===== config.mk =====
export PLATFORM = sky130hd
export DESIGN_NAME = i2s_tx_stereo_flat
export DESIGN_NICKNAME = d
export VERILOG_FILES = /design/src/rtl/i2s_pkg.sv /design/src/rtl/i2s_tx_stereo_if.sv /design/src/rtl/i2s_frame_fifo.sv /design/src/rtl/i2s_tx_stereo.sv /design/src/flat_wrapper.sv
export SDC_FILE = /design/constraint.sdc
export NUM_CORES = 1
export LEC_CHECK = 0
export BUFFER_PORTS_ARGS = -buffer_cell sky130_fd_sc_hd__buf_2
export CAP_MARGIN = 20
export CORE_UTILIZATION = 45
export CTS_CLUSTER_DIAMETER = 100
export DETAILED_ROUTE_END_ITERATION = 12
export SLEW_MARGIN = 20
export SYNTH_ARGS = -nofsm -noshare
export SYNTH_HDL_FRONTEND = slang
export SYNTH_HIERARCHICAL = 1
export SYNTH_SLANG_ARGS = --single-unit

===== constraint.sdc =====
create_clock -name clk -period 3 [get_ports clk]
set_clock_uncertainty 0.05 [all_clocks]
set_input_delay 0.45 -clock clk [delete_from_list [all_inputs] [get_ports clk]]
set_output_delay 0.45 -clock clk [all_outputs]
set_load 0.01 [all_outputs]

===== src/rtl/i2s_pkg.sv =====
// Shared types and sizing helpers for the stereo I2S transmitter.
package i2s_pkg;

    typedef enum logic {
        I2S_PHILIPS   = 1'b0,
        I2S_LEFT_JUST = 1'b1
    } i2s_mode_t;

    typedef enum logic [1:0] {
        IDLE  = 2'd0,
        RUN   = 2'd1,
        DRAIN = 2'd2
    } i2s_state_t;

    localparam int unsigned DEF_DATA_W     = 16;
    localparam int unsigned DEF_SLOT_W     = 32;
    localparam int unsigned DEF_CLK_DIV    = 4;
    localparam int unsigned DEF_FIFO_DEPTH = 4;

    // Bits in one stereo frame (left slot + right slot).
    function automatic int unsigned frame_bits(input int unsigned slot_w);
        return 2 * slot_w;
    endfunction

    // Counter width able to hold 0..n-1, never narrower than one bit.
    function automatic int unsigned cnt_w(input int unsigned n);
        return (n > 1) ? $clog2(n) : 1;
    endfunction

endpackage


===== src/rtl/i2s_tx_stereo_if.sv =====
// Sample-pair stream from the decoder buffer into the I2S transmitter.
interface i2s_tx_stereo_if
    import i2s_pkg::*;
#(
    parameter int unsigned DATA_W = DEF_DATA_W
) ();

    logic              s_valid;
    logic              s_ready;
    logic [DATA_W-1:0] s_left;
    logic [DATA_W-1:0] s_right;

    modport master (
        output s_valid,
        output s_left,
        output s_right,
        input  s_ready
    );

    modport slave (
        input  s_valid,
        input  s_left,
        input  s_right,
        output s_ready
    );

endinterface


===== src/rtl/i2s_frame_fifo.sv =====
// Synchronous frame FIFO with registered level and registered ready.
module i2s_frame_fifo #(
    parameter int unsigned WIDTH = 32,
    parameter int unsigned DEPTH = 4
) (
    input  logic                     clk,
    input  logic                     rst,
    input  logic                     push,
    input  logic [WIDTH-1:0]         wdata,
    input  logic                     pop,
    output logic [WIDTH-1:0]         head_c,
    output logic                     empty_c,
    output logic [$clog2(DEPTH):0]   level,
    output logic                     ready
);

    localparam int unsigned PTR_W = $clog2(DEPTH);
    localparam int unsigned LVL_W = PTR_W + 1;

    logic [WIDTH-1:0] mem [DEPTH];
    logic [PTR_W-1:0] wr_ptr;
    logic [PTR_W-1:0] rd_ptr;
    logic             do_push_c;
    logic             do_pop_c;
    logic [LVL_W-1:0] level_nxt;

    assign empty_c   = (level == '0);
    assign do_push_c = push && ready;
    assign do_pop_c  = pop && !empty_c;
    assign head_c    = mem[rd_ptr];

    // Simultaneous push and pop leave the level unchanged.
    always_comb begin
        level_nxt = level;
        if (do_push_c && !do_pop_c) begin
            level_nxt = level + LVL_W'(1);
        end else if (!do_push_c && do_pop_c) begin
            level_nxt = level - LVL_W'(1);
        end
    end

    always_ff @(posedge clk) begin
        if (do_push_c) begin
            mem[wr_ptr] <= wdata;
        end
    end

    // ready stays low through reset and rises on the first clock after release.
    always_ff @(posedge clk or negedge rst) begin
        if (!rst) begin
            wr_ptr <= '0;
            rd_ptr <= '0;
            level  <= '0;
            ready  <= 1'b0;
        end else begin
            if (do_push_c) begin
                wr_ptr <= wr_ptr + PTR_W'(1);
            end
            if (do_pop_c) begin
                rd_ptr <= rd_ptr + PTR_W'(1);
            end
            level <= level_nxt;
            ready <= (level_nxt != LVL_W'(DEPTH));
        end
    end

endmodule


===== src/rtl/i2s_tx_stereo.sv =====
// Stereo I2S transmitter: frame FIFO, run/drain FSM, SCLK divider and frame serializer.
module i2s_tx_stereo
    import i2s_pkg::*;
#(
    parameter int unsigned DATA_W     = DEF_DATA_W,
    parameter int unsigned SLOT_W     = DEF_SLOT_W,
    parameter int unsigned CLK_DIV    = DEF_CLK_DIV,
    parameter int unsigned FIFO_DEPTH = DEF_FIFO_DEPTH
) (
    input  logic                          clk,
    input  logic                          rst,
    input  logic                          en,
    input  logic                          mode,
    i2s_tx_stereo_if.slave                s,
    input  logic                          clr_underrun,
    output logic [$clog2(FIFO_DEPTH):0]   fifo_level,
    output logic                          underrun,
    output logic                          sclk,
    output logic                          ws,
    output logic                          sd
);

    localparam int unsigned FRAME_W = frame_bits(SLOT_W);
    localparam int unsigned BIT_W   = cnt_w(FRAME_W);
    localparam int unsigned DIV_W   = cnt_w(CLK_DIV);
    localparam int unsigned HALF    = CLK_DIV / 2;
    localparam int unsigned PAD_W   = SLOT_W - DATA_W;
    localparam int unsigned PAIR_W  = 2 * DATA_W;

    localparam logic [1:0] S_IDLE  = 2'(IDLE);
    localparam logic [1:0] S_RUN   = 2'(RUN);
    localparam logic [1:0] S_DRAIN = 2'(DRAIN);

    localparam logic [DIV_W-1:0] DIV_LAST = DIV_W'(CLK_DIV - 1);
    localparam logic [BIT_W-1:0] BIT_LAST = BIT_W'(FRAME_W - 1);

    logic [1:0]         state_q, state_nxt;
    logic [DIV_W-1:0]   div_q, div_nxt;
    logic [BIT_W-1:0]   bit_q, bit_nxt;
    logic [FRAME_W-1:0] shreg_q, shreg_nxt;
    i2s_mode_t          mode_q, mode_nxt;
    logic               underrun_nxt;
    logic               sclk_nxt, ws_nxt, sd_nxt;
    logic               idle_nxt;
    logic               frame_start_c;
    logic               pop_c;
    logic               fifo_empty_c;
    logic               fifo_ready;
    logic [PAIR_W-1:0]  fifo_head_c;
    logic [SLOT_W-1:0]  slot_l_c, slot_r_c;

    i2s_frame_fifo #(
        .WIDTH (PAIR_W),
        .DEPTH (FIFO_DEPTH)
    ) u_fifo (
        .clk     (clk),
        .rst     (rst),
        .push    (s.s_valid),
        .wdata   ({s.s_left, s.s_right}),
        .pop     (pop_c),
        .head_c  (fifo_head_c),
        .empty_c (fifo_empty_c),
        .level   (fifo_level),
        .ready   (fifo_ready)
    );

    assign s.s_ready = fifo_ready;

    // Samples sit MSB-aligned in their slot with zero padding below.
    assign slot_l_c = SLOT_W'(fifo_head_c[PAIR_W-1 -: DATA_W]) << PAD_W;
    assign slot_r_c = SLOT_W'(fifo_head_c[DATA_W-1:0]) << PAD_W;

    // Next-state: counters advance per clk; a frame boundary decides run vs. stop.
    always_comb begin
        state_nxt     = state_q;
        div_nxt       = div_q;
        bit_nxt       = bit_q;
        shreg_nxt     = shreg_q;
        mode_nxt      = mode_q;
        underrun_nxt  = underrun && !clr_underrun;
        frame_start_c = 1'b0;
        pop_c         = 1'b0;

        case (state_q)
            S_IDLE: begin
                div_nxt   = '0;
                bit_nxt   = '0;
                shreg_nxt = '0;
                if (en) begin
                    state_nxt     = S_RUN;
                    frame_start_c = 1'b1;
                end
            end
            S_RUN, S_DRAIN: begin
                if (div_q == DIV_LAST && bit_q == BIT_LAST) begin
                    if (en) begin
                        state_nxt     = S_RUN;
                        frame_start_c = 1'b1;
                    end else begin
                        state_nxt = S_IDLE;
                        div_nxt   = '0;
                        bit_nxt   = '0;
                        shreg_nxt = '0;
                    end
                end else begin
                    if (div_q == DIV_LAST) begin
                        div_nxt   = '0;
                        bit_nxt   = bit_q + BIT_W'(1);
                        shreg_nxt = shreg_q << 1;
                    end else begin
                        div_nxt = div_q + DIV_W'(1);
                    end
                    state_nxt = en ? S_RUN : S_DRAIN;
                end
            end
            default: begin
                state_nxt = S_IDLE;
                div_nxt   = '0;
                bit_nxt   = '0;
                shreg_nxt = '0;
            end
        endcase

        if (frame_start_c) begin
            div_nxt   = '0;
            bit_nxt   = '0;
            mode_nxt  = i2s_mode_t'(mode);
            pop_c     = !fifo_empty_c;
            shreg_nxt = fifo_empty_c ? '0 : {slot_l_c, slot_r_c};
            if (fifo_empty_c) begin
                underrun_nxt = 1'b1;
            end
        end
    end

    // Pin values track the next counter state so they appear with it; Philips lags by one bit.
    always_comb begin
        idle_nxt = (state_nxt == S_IDLE);
        sclk_nxt = !idle_nxt && (div_nxt >= DIV_W'(HALF));
        ws_nxt   = !idle_nxt && (bit_nxt >= BIT_W'(SLOT_W));
        sd_nxt   = sd;
        if (idle_nxt) begin
            sd_nxt = 1'b0;
        end else if (div_nxt == '0) begin
            sd_nxt = (mode_nxt == I2S_LEFT_JUST) ? shreg_nxt[FRAME_W-1] : shreg_q[FRAME_W-1];
        end
    end

    always_ff @(posedge clk or negedge rst) begin
        if (!rst) begin
            state_q  <= S_IDLE;
            div_q    <= '0;
            bit_q    <= '0;
            shreg_q  <= '0;
            mode_q   <= I2S_PHILIPS;
            underrun <= 1'b0;
            sclk     <= 1'b0;
            ws       <= 1'b0;
            sd       <= 1'b0;
        end else begin
            state_q  <= state_nxt;
            div_q    <= div_nxt;
            bit_q    <= bit_nxt;
            shreg_q  <= shreg_nxt;
            mode_q   <= mode_nxt;
            underrun <= underrun_nxt;
            sclk     <= sclk_nxt;
            ws       <= ws_nxt;
            sd       <= sd_nxt;
        end
    end

endmodule


===== src/flat_wrapper.sv =====
// flat-port wrapper written by rule: the top's interface ports become plain ports
module i2s_tx_stereo_flat import i2s_pkg::*;
#(
    parameter int unsigned DATA_W     = DEF_DATA_W,
    parameter int unsigned SLOT_W     = DEF_SLOT_W,
    parameter int unsigned CLK_DIV    = DEF_CLK_DIV,
    parameter int unsigned FIFO_DEPTH = DEF_FIFO_DEPTH
)
  (clk, rst, en, mode, clr_underrun, fifo_level, underrun, sclk, ws, sd, s_s_valid, s_s_left, s_s_right, s_s_ready);
  i2s_tx_stereo_if #(.DATA_W(DATA_W)) s_i ();
  input  logic clk;
  input  logic rst;
  input  logic en;
  input  logic mode;
  input  logic clr_underrun;
  output logic [$clog2(FIFO_DEPTH):0] fifo_level;
  output logic underrun;
  output logic sclk;
  output logic ws;
  output logic sd;
  input wire logic [$bits(s_i.s_valid)-1:0] s_s_valid;
  input wire logic [$bits(s_i.s_left)-1:0] s_s_left;
  input wire logic [$bits(s_i.s_right)-1:0] s_s_right;
  output wire logic [$bits(s_i.s_ready)-1:0] s_s_ready;
  assign s_i.s_valid = s_s_valid;
  assign s_i.s_left = s_s_left;
  assign s_i.s_right = s_s_right;
  assign s_s_ready = s_i.s_ready;
  i2s_tx_stereo #(.DATA_W(DATA_W), .SLOT_W(SLOT_W), .CLK_DIV(CLK_DIV), .FIFO_DEPTH(FIFO_DEPTH)) u_core (.clk(clk), .rst(rst), .en(en), .mode(mode), .s(s_i), .clr_underrun(clr_underrun), .fifo_level(fifo_level), .underrun(underrun), .sclk(sclk), .ws(ws), .sd(sd));
endmodule

==> impl_metrics.tcl <==
set metrics [dict create \
    p_total_w 0.0102 \
    multi_input_area_sq_um 2520 \
    rsz0062_at_grt "no" \
    portBuffers 45 \
    finalHoldViolations 0 \
    peakVddDrop_uv 458 \
    cts-root-buf "clkbuf_16" \
    worstMarginPinSlew_ns 0.670 \
    die_area_sq_um 20100 \
    slew_headroom_pct 55.3 \
    place_hpwl_mm 8.95 \
    hp-class "in2reg" \
    final-max-slew-violation-count 0 \
    post_cts_resized 0 \
    synth_top_area_cell "edfxtp_1" \
    synthArstFlopShare_pct 40.2 \
    core_area_sq_um 19000 \
    clock_latency_ns 0.50 \
    htreeDepth 1 \
    synth_most_common_cell "edfxtp_1" \
    max-cap-violations 0 \
    synth_common_cells "edfxtp_1 (128), dfrtp_1 (86), nand2_1 (75), nor2_1 (70), a21oi_1 (37)" \
    dr.pass1.iters 5 \
    max_freq_ghz 0.402 \
    grt_pass1_wl_mm 25.8 \
    dpl_cell_area_sq_um 9280 \
    netlist_top_cells_area "edfxtp_1 (44%), dfrtp_1 (24%), mux4_2 (8.2%)" \
    syn_to_final_growth_pct 14.0 \
    cp.required_ns 3.31 \
    antenna_found_initial 2 \
    critical_path_class "reg2reg" \
    syn_nets 640 \
    grt_usage_pct 16.4 \
    cts_setup_buffers 0 \
    finalSetupViolations 0 \
    route.vias.total 4892 \
    yosysTopAreaCellShare_pct 43.7 \
    ys_seq_elements 214 \
    post_synth.cell_area_avg_sq_um 14.9 \
    drive_gt1_share_pct 23.9 \
    setup_slack_ns 0.514 \
    via_per_inst 5.33 \
    design_area_sq_um 10000 \
    power_density_nw_per_um2 1010 \
    clock_sinks 214 \
    status "complete, no violations" \
    end_kind "register" \
    start_util_pct 46.4 \
    wl_per_cell_um 17.0 \
    cts_tree "done" \
    ios 46 \
    cts_buffers 22 \
    critPathMaxFanout 10 \
    synthCells 591 \
    finalSetupTns_ns 0 \
    synth_enable_flop_cells 128 \
    ys_warn_count 6 \
    netlist_area_sq_um 8800 \
    cp-start-kind "register" \
    synth-main-ff-cell "edfxtp_1" \
    ant_nets 0 \
    die_x_um 142 \
    grt_pass1_vias 5138 \
    timing.final.crit_share_pct 82.9 \
    fill_cells 1566 \
    seqCellArea_sq_um 6000 \
    fin_nets 690 \
    post-place-ws_ns 0.538 \
    cts_buffer_depth 3 \
    overflow 0 \
    die_height_um 142 \
    whs_ns 0.0855 \
    seq_area_frac_synth_pct 68.2 \
    leakagePower_nw 3.94 \
    layout_min_cycle_time_ns 2.49 \
    dr.first_iter.drc_count 254 \
    row_count 50 \
    cp.arrival_ns 2.80 \
    drc 0 \
    routed_wl_mm 15.6 \
    grt_max_degree 62 \
    path_clk_slew_ns 0.06 \
    synth_cell_types 54 \
    place_congestion 0.783 \
]
[flip-flops by register name (all words and copies together), names as in the netlist]
register / count
u_core/u_fifo/ready: 1
u_core/state_q: 2
u_core/sclk: 1
u_core/u_fifo/rd_ptr: 2
u_core/div_q: 2
u_core/mode_q: 1
u_core/sd: 1
u_core/bit_q: 6
u_core/shreg_q: 63
u_core/u_fifo/level: 3
u_core/underrun: 1
u_core/u_fifo/wr_ptr: 2
u_core/ws: 1
u_core/u_fifo/mem: 128
[worst max-delay path: stages, from the launching register on]
cell and delay (ns):
dfrtp_1 0.36, ha_1 0.33, and3_1 0.36, a31oi_4 0.17
nor3_4 0.28, and4b_4 0.26, a311o_1 0.33, o211ai_2 0.10
o31ai_2 0.10
[layout by cell type, fill, tap and decap left out, drive strengths merged, types with 2 or more instances in the layout]
cell type	count
edfxtp	128
dfrtp	86
nand2	75
nor2	70
buf	57
a21oi	37
clkbuf	33
mux4	32
a22oi	31
inv	15
ha	11
o21ai	7
and3	7
nand3	5
clkinv	5
nand4	4
a211oi	4
xnor2	4
nand2b	4
o21a	3
o211ai	3
o31ai	3
and2	3
bufinv	2
o22ai	2
xor2	2
o221ai	2
nor4	2
and4b	2
nor3	2
a31oi	2
o211a	2
[per-layer routing]
layer,GRT usage [%],wire [um],up-vias
met3,3.07,586,27
li1,-,-,2290
met2,28.5,7870,96
met5,0,0,-
met4,4.19,278,0
met1,21.3,6860,2479
[worst paths after layout]
path / startpoint / to / slack (ns) / cells past startpoint
setup / recovery: u_core/div_q[0]$_DFF_PN0_ / u_core/u_fifo/ready$_DFF_PN0_ / 0.51 / 8
hold / removal: clr_underrun / u_core/underrun$_DFF_PN0_ / 0.09 / 2
setup reg to reg: u_core/div_q[0]$_DFF_PN0_ / u_core/u_fifo/ready$_DFF_PN0_ / 0.51 / 8
hold reg to reg: u_core/shreg_q[47]$_DFFE_PN0P_ / u_core/shreg_q[48]$_DFFE_PN0P_ / 0.42 / 2
max in group asynchronous: rst / u_core/shreg_q[3]$_DFFE_PN0P_ / 1.77 / 3
min in group asynchronous: rst / u_core/sclk$_DFF_PN0_ / 0.49 / 2
[per-stage QoR]
step	utilization (%)	std cells
floorplan	-	591
finish	52.9	918
global placement	48.9	876
detailed placement	48.9	876
CTS	52.9	917
global route	52.9	917
[area by class of cell]
type                    count  share of cell area (%)
inverters                  15                   0.562
clock inverters             7                   0.923
multi-input cells         330                    25.1
well taps                 260                    3.24
clock buffers              33                    6.41
diodes                      1                  0.0250
flip-flops and latches    214                    59.8
repair buffers             58                    3.89
[where the power goes]
group / internal [W] / switching [W] / leakage [nW] / total [W]
clock network: 0.00166 / 0.00105 / 0.357 / 0.00271
registers: 0.00387 / 0.000324 / 2.30 / 0.00419
logic: 0.00137 / 0.00189 / 1.29 / 0.00326
total: 0.00689 / 0.00327 / 3.94 / 0.0102
[logic make-up (layout without fill, tap and decap cells)]
group	Yosys count	after routing	share of synthesized area, %
flops	214	214	68.2
other cells	0	1	0
compound gates	103	103	9.27
buf+inv	47	113	3.37
mux	32	32	8.19
simple gates	178	178	8.85
fa+ha+maj	11	11	1.56
xor+xnor	6	6	0.597
[timing repair]
action                                 CTS  global route
hold buffers                             1             0
setup endpoints to repair                0             0
endpoints found under the hold margin   48             0
Note: power is estimated with default switching activity, not from simulation.
